**src/rtl/jk_bank_sched.sv**
```systemverilog
// Round-robin scheduled bank of JK cells: one requester at a time gets its
// HOLD/RESET/SET/TOGGLE command applied under its mask for rpt+1 cycles.
module jk_bank_sched #(
    parameter int WIDTH = 8,
    parameter int NREQ  = 4,
    parameter int CW    = 4,
    localparam int OW   = (NREQ > 1) ? $clog2(NREQ) : 1
) (
    input  logic                  clock,
    input  logic                  rst,
    input  logic [NREQ-1:0]       req,
    input  logic [2*NREQ-1:0]     cmd,
    input  logic [WIDTH*NREQ-1:0] mask,
    input  logic [CW*NREQ-1:0]    rpt,
    input  logic                  abort,
    output logic [NREQ-1:0]       gnt,
    output logic [OW-1:0]         owner,
    output logic                  busy,
    output logic                  done,
    output logic [WIDTH-1:0]      q
);

    typedef enum logic {
        IDLE,
        EXEC
    } state_t;

    localparam logic [1:0] CMD_RESET  = 2'b01;
    localparam logic [1:0] CMD_SET    = 2'b10;
    localparam logic [1:0] CMD_TOGGLE = 2'b11;

    state_t           state;
    logic [OW-1:0]    ptr;
    logic [1:0]       cur_cmd;
    logic [WIDTH-1:0] cur_mask;
    logic [CW-1:0]    cnt;

    logic             sel_found;
    logic [OW-1:0]    sel_idx;
    logic [1:0]       sel_cmd;
    logic [WIDTH-1:0] sel_mask;
    logic [CW-1:0]    sel_rpt;
    logic [WIDTH-1:0] q_next;

    // Two passes give the wrapping search: first ptr..NREQ-1, then 0..ptr-1.
    always_comb begin
        sel_found = 1'b0;
        sel_idx   = '0;
        sel_cmd   = '0;
        sel_mask  = '0;
        sel_rpt   = '0;
        for (int i = 0; i < NREQ; i++) begin
            if (!sel_found && req[i] && (i >= int'(ptr))) begin
                sel_found = 1'b1;
                sel_idx   = OW'(i);
                sel_cmd   = cmd[2*i +: 2];
                sel_mask  = mask[WIDTH*i +: WIDTH];
                sel_rpt   = rpt[CW*i +: CW];
            end
        end
        for (int i = 0; i < NREQ; i++) begin
            if (!sel_found && req[i] && (i < int'(ptr))) begin
                sel_found = 1'b1;
                sel_idx   = OW'(i);
                sel_cmd   = cmd[2*i +: 2];
                sel_mask  = mask[WIDTH*i +: WIDTH];
                sel_rpt   = rpt[CW*i +: CW];
            end
        end
    end

    always_comb begin
        q_next = q;
        for (int b = 0; b < WIDTH; b++) begin
            if (cur_mask[b]) begin
                case (cur_cmd)
                    CMD_RESET:  q_next[b] = 1'b0;
                    CMD_SET:    q_next[b] = 1'b1;
                    CMD_TOGGLE: q_next[b] = ~q[b];
                    default:    q_next[b] = q[b];
                endcase
            end
        end
    end

    always_ff @(posedge clock or negedge rst) begin
        if (!rst) begin
            state    <= IDLE;
            ptr      <= '0;
            cur_cmd  <= '0;
            cur_mask <= '0;
            cnt      <= '0;
            gnt      <= '0;
            owner    <= '0;
            busy     <= 1'b0;
            done     <= 1'b0;
            q        <= '0;
        end else begin
            gnt  <= '0;
            done <= 1'b0;
            case (state)
                IDLE: begin
                    if (sel_found) begin
                        cur_cmd  <= sel_cmd;
                        cur_mask <= sel_mask;
                        cnt      <= sel_rpt;
                        gnt      <= NREQ'(1) << sel_idx;
                        owner    <= sel_idx;
                        busy     <= 1'b1;
                        ptr      <= (int'(sel_idx) == NREQ - 1) ? '0 : sel_idx + 1'b1;
                        state    <= EXEC;
                    end
                end
                EXEC: begin
                    // Abort drops the burst without applying this cycle's command.
                    if (abort) begin
                        busy  <= 1'b0;
                        state <= IDLE;
                    end else begin
                        q <= q_next;
                        if (cnt == '0) begin
                            done  <= 1'b1;
                            busy  <= 1'b0;
                            state <= IDLE;
                        end else begin
                            cnt <= cnt - 1'b1;
                        end
                    end
                end
                default: state <= IDLE;
            endcase
        end
    end

endmodule
```
**config.mk**
```make
export PLATFORM = sky130hd
export DESIGN_NAME = jk_bank_sched
export DESIGN_NICKNAME = d
export VERILOG_FILES = /design/src/rtl/jk_bank_sched.sv
export SDC_FILE = /design/constraint.sdc
export NUM_CORES = 1
export LEC_CHECK = 0
export CAP_MARGIN = 20
export CORE_ASPECT_RATIO = 0.8
export CORE_MARGIN = 2
export CORE_UTILIZATION = 40
export DETAILED_ROUTE_END_ITERATION = 12
export DONT_BUFFER_PORTS = 1
export MAX_ROUTING_LAYER = met4
export SETUP_SLACK_MARGIN = 0.4
export SYNTH_ARGS = -nofsm -noshare
export SYNTH_HDL_FRONTEND = slang
export SYNTH_SLANG_ARGS = --single-unit
```
**constraint.sdc**
```tcl
create_clock -name clock -period 2.7 [get_ports clock]
set_input_delay 0.675 -clock clock [delete_from_list [all_inputs] [get_ports clock]]
set_output_delay 0.675 -clock clock [all_outputs]
set_load 0.01 [all_outputs]
```
==> impl_results.md <==
- Die W: roughly 90 µm
- Worst setup endpoint: ptr[1]
- Clock Tree Buf Depth: 2
- Switch Pwr: between 1 and 1.5 mW
- Asr flop ratio synth: 100%
- Worst reg2reg path endpoint: ptr[1]
- Reg2reg path depth: 7
- Crit path launch type: flip-flop
- Setup crit start: ptr[1]
- Clock period minus worst slack: ~2.1 ns
- Initial antenna violation count: 0
- Clock transition at path regs: 0.07 ns
- Syn Nets: around 360
- Drt drc: 0
- Cell taking the most area after synthesis: dfrtp_1
- Layout cells sized above 1: 10.0%
- Cell Area, Synth: 2430 µm²
- Final setup violation count: 0
- Max Cap Viol: 0
- Most used flip-flop cell after synthesis: dfrtp_1
- Slew Limit Fails: 0
- Share of the synthesized area in the top cell type: 34.0%
- Worst-Skew Late Latency: roughly 0.29 ns
- Router iterations before antenna repair: 4
- R2R Path Start: ptr[1]
- Yosys warns: 0
- Vias in the first global route: between 2000 and 2500
- Design Area, Final: ~2600 µm²
- Arrival @ worst endpoint: 2.27 ns
- Commonest cells after routing, fill and taps aside: 35 x a21oi_1, 33 x dfrtp_1, 19 x nand2_1
- Antenna-violating nets left: 0
- Hold-fix buffers at CTS: 0
- Placer Congestion: 0.958
- Gr usage total: 22.2%
- Cells after synthesis: slightly below 300
- WL/cell: 19.4 µm
- Routed via count: between 2000 and 2500
- R2R setup slack: 0.60 ns
- Status: finished, final reports clean
- Number of synthesized register bits: 33
- Post-route clock period utilization: 77.7%
- Total wire length: between 7000 and 8000 µm
- Crit end category: flip-flop
- Commonest non-fill, non-tap cell in the layout: a21oi_1
- Leak pwr: 1.06 nW
- Critical path class: flip-flop to flip-flop
- Clock Sinks: 33
- Area Overhead vs Synth: 8.50%
- Pwr Total: 2.90 mW
- Inserted Diodes: 0
- Placed Instance Area: 2520 µm²
- Nets: 354
- Power share of the sequential group: 35.5%
- Pre-CTS setup slack: 0.484 ns
- Area of the die: 6720 µm²
- Input/output buffers: 0
- Gr ovfl total: 0
- Seq/Total Area, Yosys: 34.0%
- Ports: 79
- Setup WS post-layout: about 0.60 ns
- Max Clk Rate: 477 MHz
- Setup_tns: 0 ns
- Int Power: 1.65 mW
- Slew @ Worst Pin: about 0.65 ns
- Die height: 73.7 µm
- Core ar.: 5880 µm²
- Hold Path Class: input pin to asynchronous set/reset pin
- Crit path max fanout: 20
- Slew margin rel.: a little under three fifths
- Net Sw Frac: approximately 43%
- Skew final: 0.00826 ns
- Clock share of power: 16.7%
- Starting density of the core: 41.3%
- TritonCTS clock tree: yes
- Maximum VDD drop: 0.335 mV
- CTS buffer count: 5
- # rows: 25
- PD cells: approximately 1100 nW/µm²
- Final hold vios: 0
- Detailed Place HPWL: roughly 5500 µm
- RSZ-0062 raised after global routing: no
- Iter 0 DRT Violations: 190
- Maximum number of pins on one net before global-route repair: 34
- Syn_area_per_cell: 8.24 µm²
- CTS H-tree depth: 2
- Via density: ~6.3
- Crit path required time: ~2.9 ns
- Synth cell types: 55
- Combinational power share: 47.8%
- First-pass GRT wire length: 11500 µm
- Setup Fix Bufs, Post-CTS: 0
- Post-synth EDFFs: 0
- CTS root buf: clkbuf_8
- Synth area leaders: dfrtp_1 34%, a21oi_1 7.2%, a221oi_1 4.3%, o32a_1 3.7%, o31ai_1 3.4%
==> worst max-delay path, cell delays in order, from the launching register on <==
cell,delay [ns]
dfrtp_1,0.49
buf_4,0.26
a21oi_1,0.29
nor2_1,0.13
nor3_2,0.22
inv_1,0.08
ha_1,0.26
mux2_2,0.26
==> synth_stat cells (2+ instances only) <==
library cell,count
a211oi_1,2
a21oi_1,35
a221o_1,2
a221oi_1,12
a31oi_1,11
and2_1,3
and3_1,11
and3b_1,3
buf_2,10
clkbuf_1,16
dfrtp_1,33
ha_1,3
inv_1,10
nand2_1,19
nand2b_1,7
nand3_1,12
nor2_1,17
nor2b_1,6
nor3_1,5
o211a_1,2
o21a_1,4
o21ai_0,2
o221a_1,2
o22ai_1,12
o31ai_1,11
o32a_1,9
o32ai_1,3
or3_1,5
xnor2_1,2
==> logic make-up (layout without fill, tap and decap cells) <==
family	count (synthesis)	count (layout)	synth area share, %
AOI/OAI and AO/OA	116	116	33.8
and+or+nand+nor	100	100	22.3
buffers and inverters	38	32	6.39
DFF	33	33	34.0
adders and majority gates	3	3	1.54
xor gates and xnor gates	3	3	1.08
muxes	2	2	0.875
==> per-layer routing <==
layer	vias to the layer above	GRT usage, %	share of wire, %
met4	0	6.73	1.3
met5	-	-	0
met2	123	25.8	38
li1	1121	-	-
met3	10	4.51	10
met1	1070	36.3	51
==> how the worst min path moves through the flow <==
stage	start	end	slack [ns]	cells after the start
after global placement	rst	state	0.38	0
after CTS	rst	busy	0.07	0
after global routing	rst	busy	0.06	0
after floorplan	rst	busy	0.38	0
final	rst	busy	0.07	0
after detailed placement	rst	busy	0.38	0
==> power by group through the flow <==
stage,Combinational (mW),Sequential (mW),Clock (mW)
6_report,1.39,1.03,0.485
5_1_grt,1.55,1.07,0.511
4_1_cts,1.37,1.03,0.494
3_5_place_dp,1.37,1.04,0
3_3_place_gp,1.36,1.03,0
2_1_floorplan,1.15,0.920,0
==> area by class of cell <==
class                      count  area [µm²]
timing repair buffer          13        97.6
multi-input combinational    224        1450
inverter                      11        41.3
tap                           81         101
clock buffer                   7        86.3
sequential                    33         826
fill                         620        3240
clock inverter                 1        30.0
==> stage by stage <==
step                      std cells  hold WS [ns]  utilization (%)
final                           370        0.0703             44.8
after global routing            370        0.0584             44.8
after CTS                       370        0.0653             44.8
after detailed placement        362         0.380             42.9
after global placement          362         0.380             42.9
after floorplan                 295         0.379                -
==> registers in the layout (all words and copies together) (netlist names) <==
name,count
busy,1
ptr,2
gnt,4
cur_mask,8
cnt,4
owner,2
q,8
state,1
cur_cmd,2
done,1
==> timing repair <==
action,in CTS,in global routing
setup endpoints to repair,0,1
endpoints found under the hold margin,0,0
resized for setup,0,1
(Power assumes the default switching activity.)
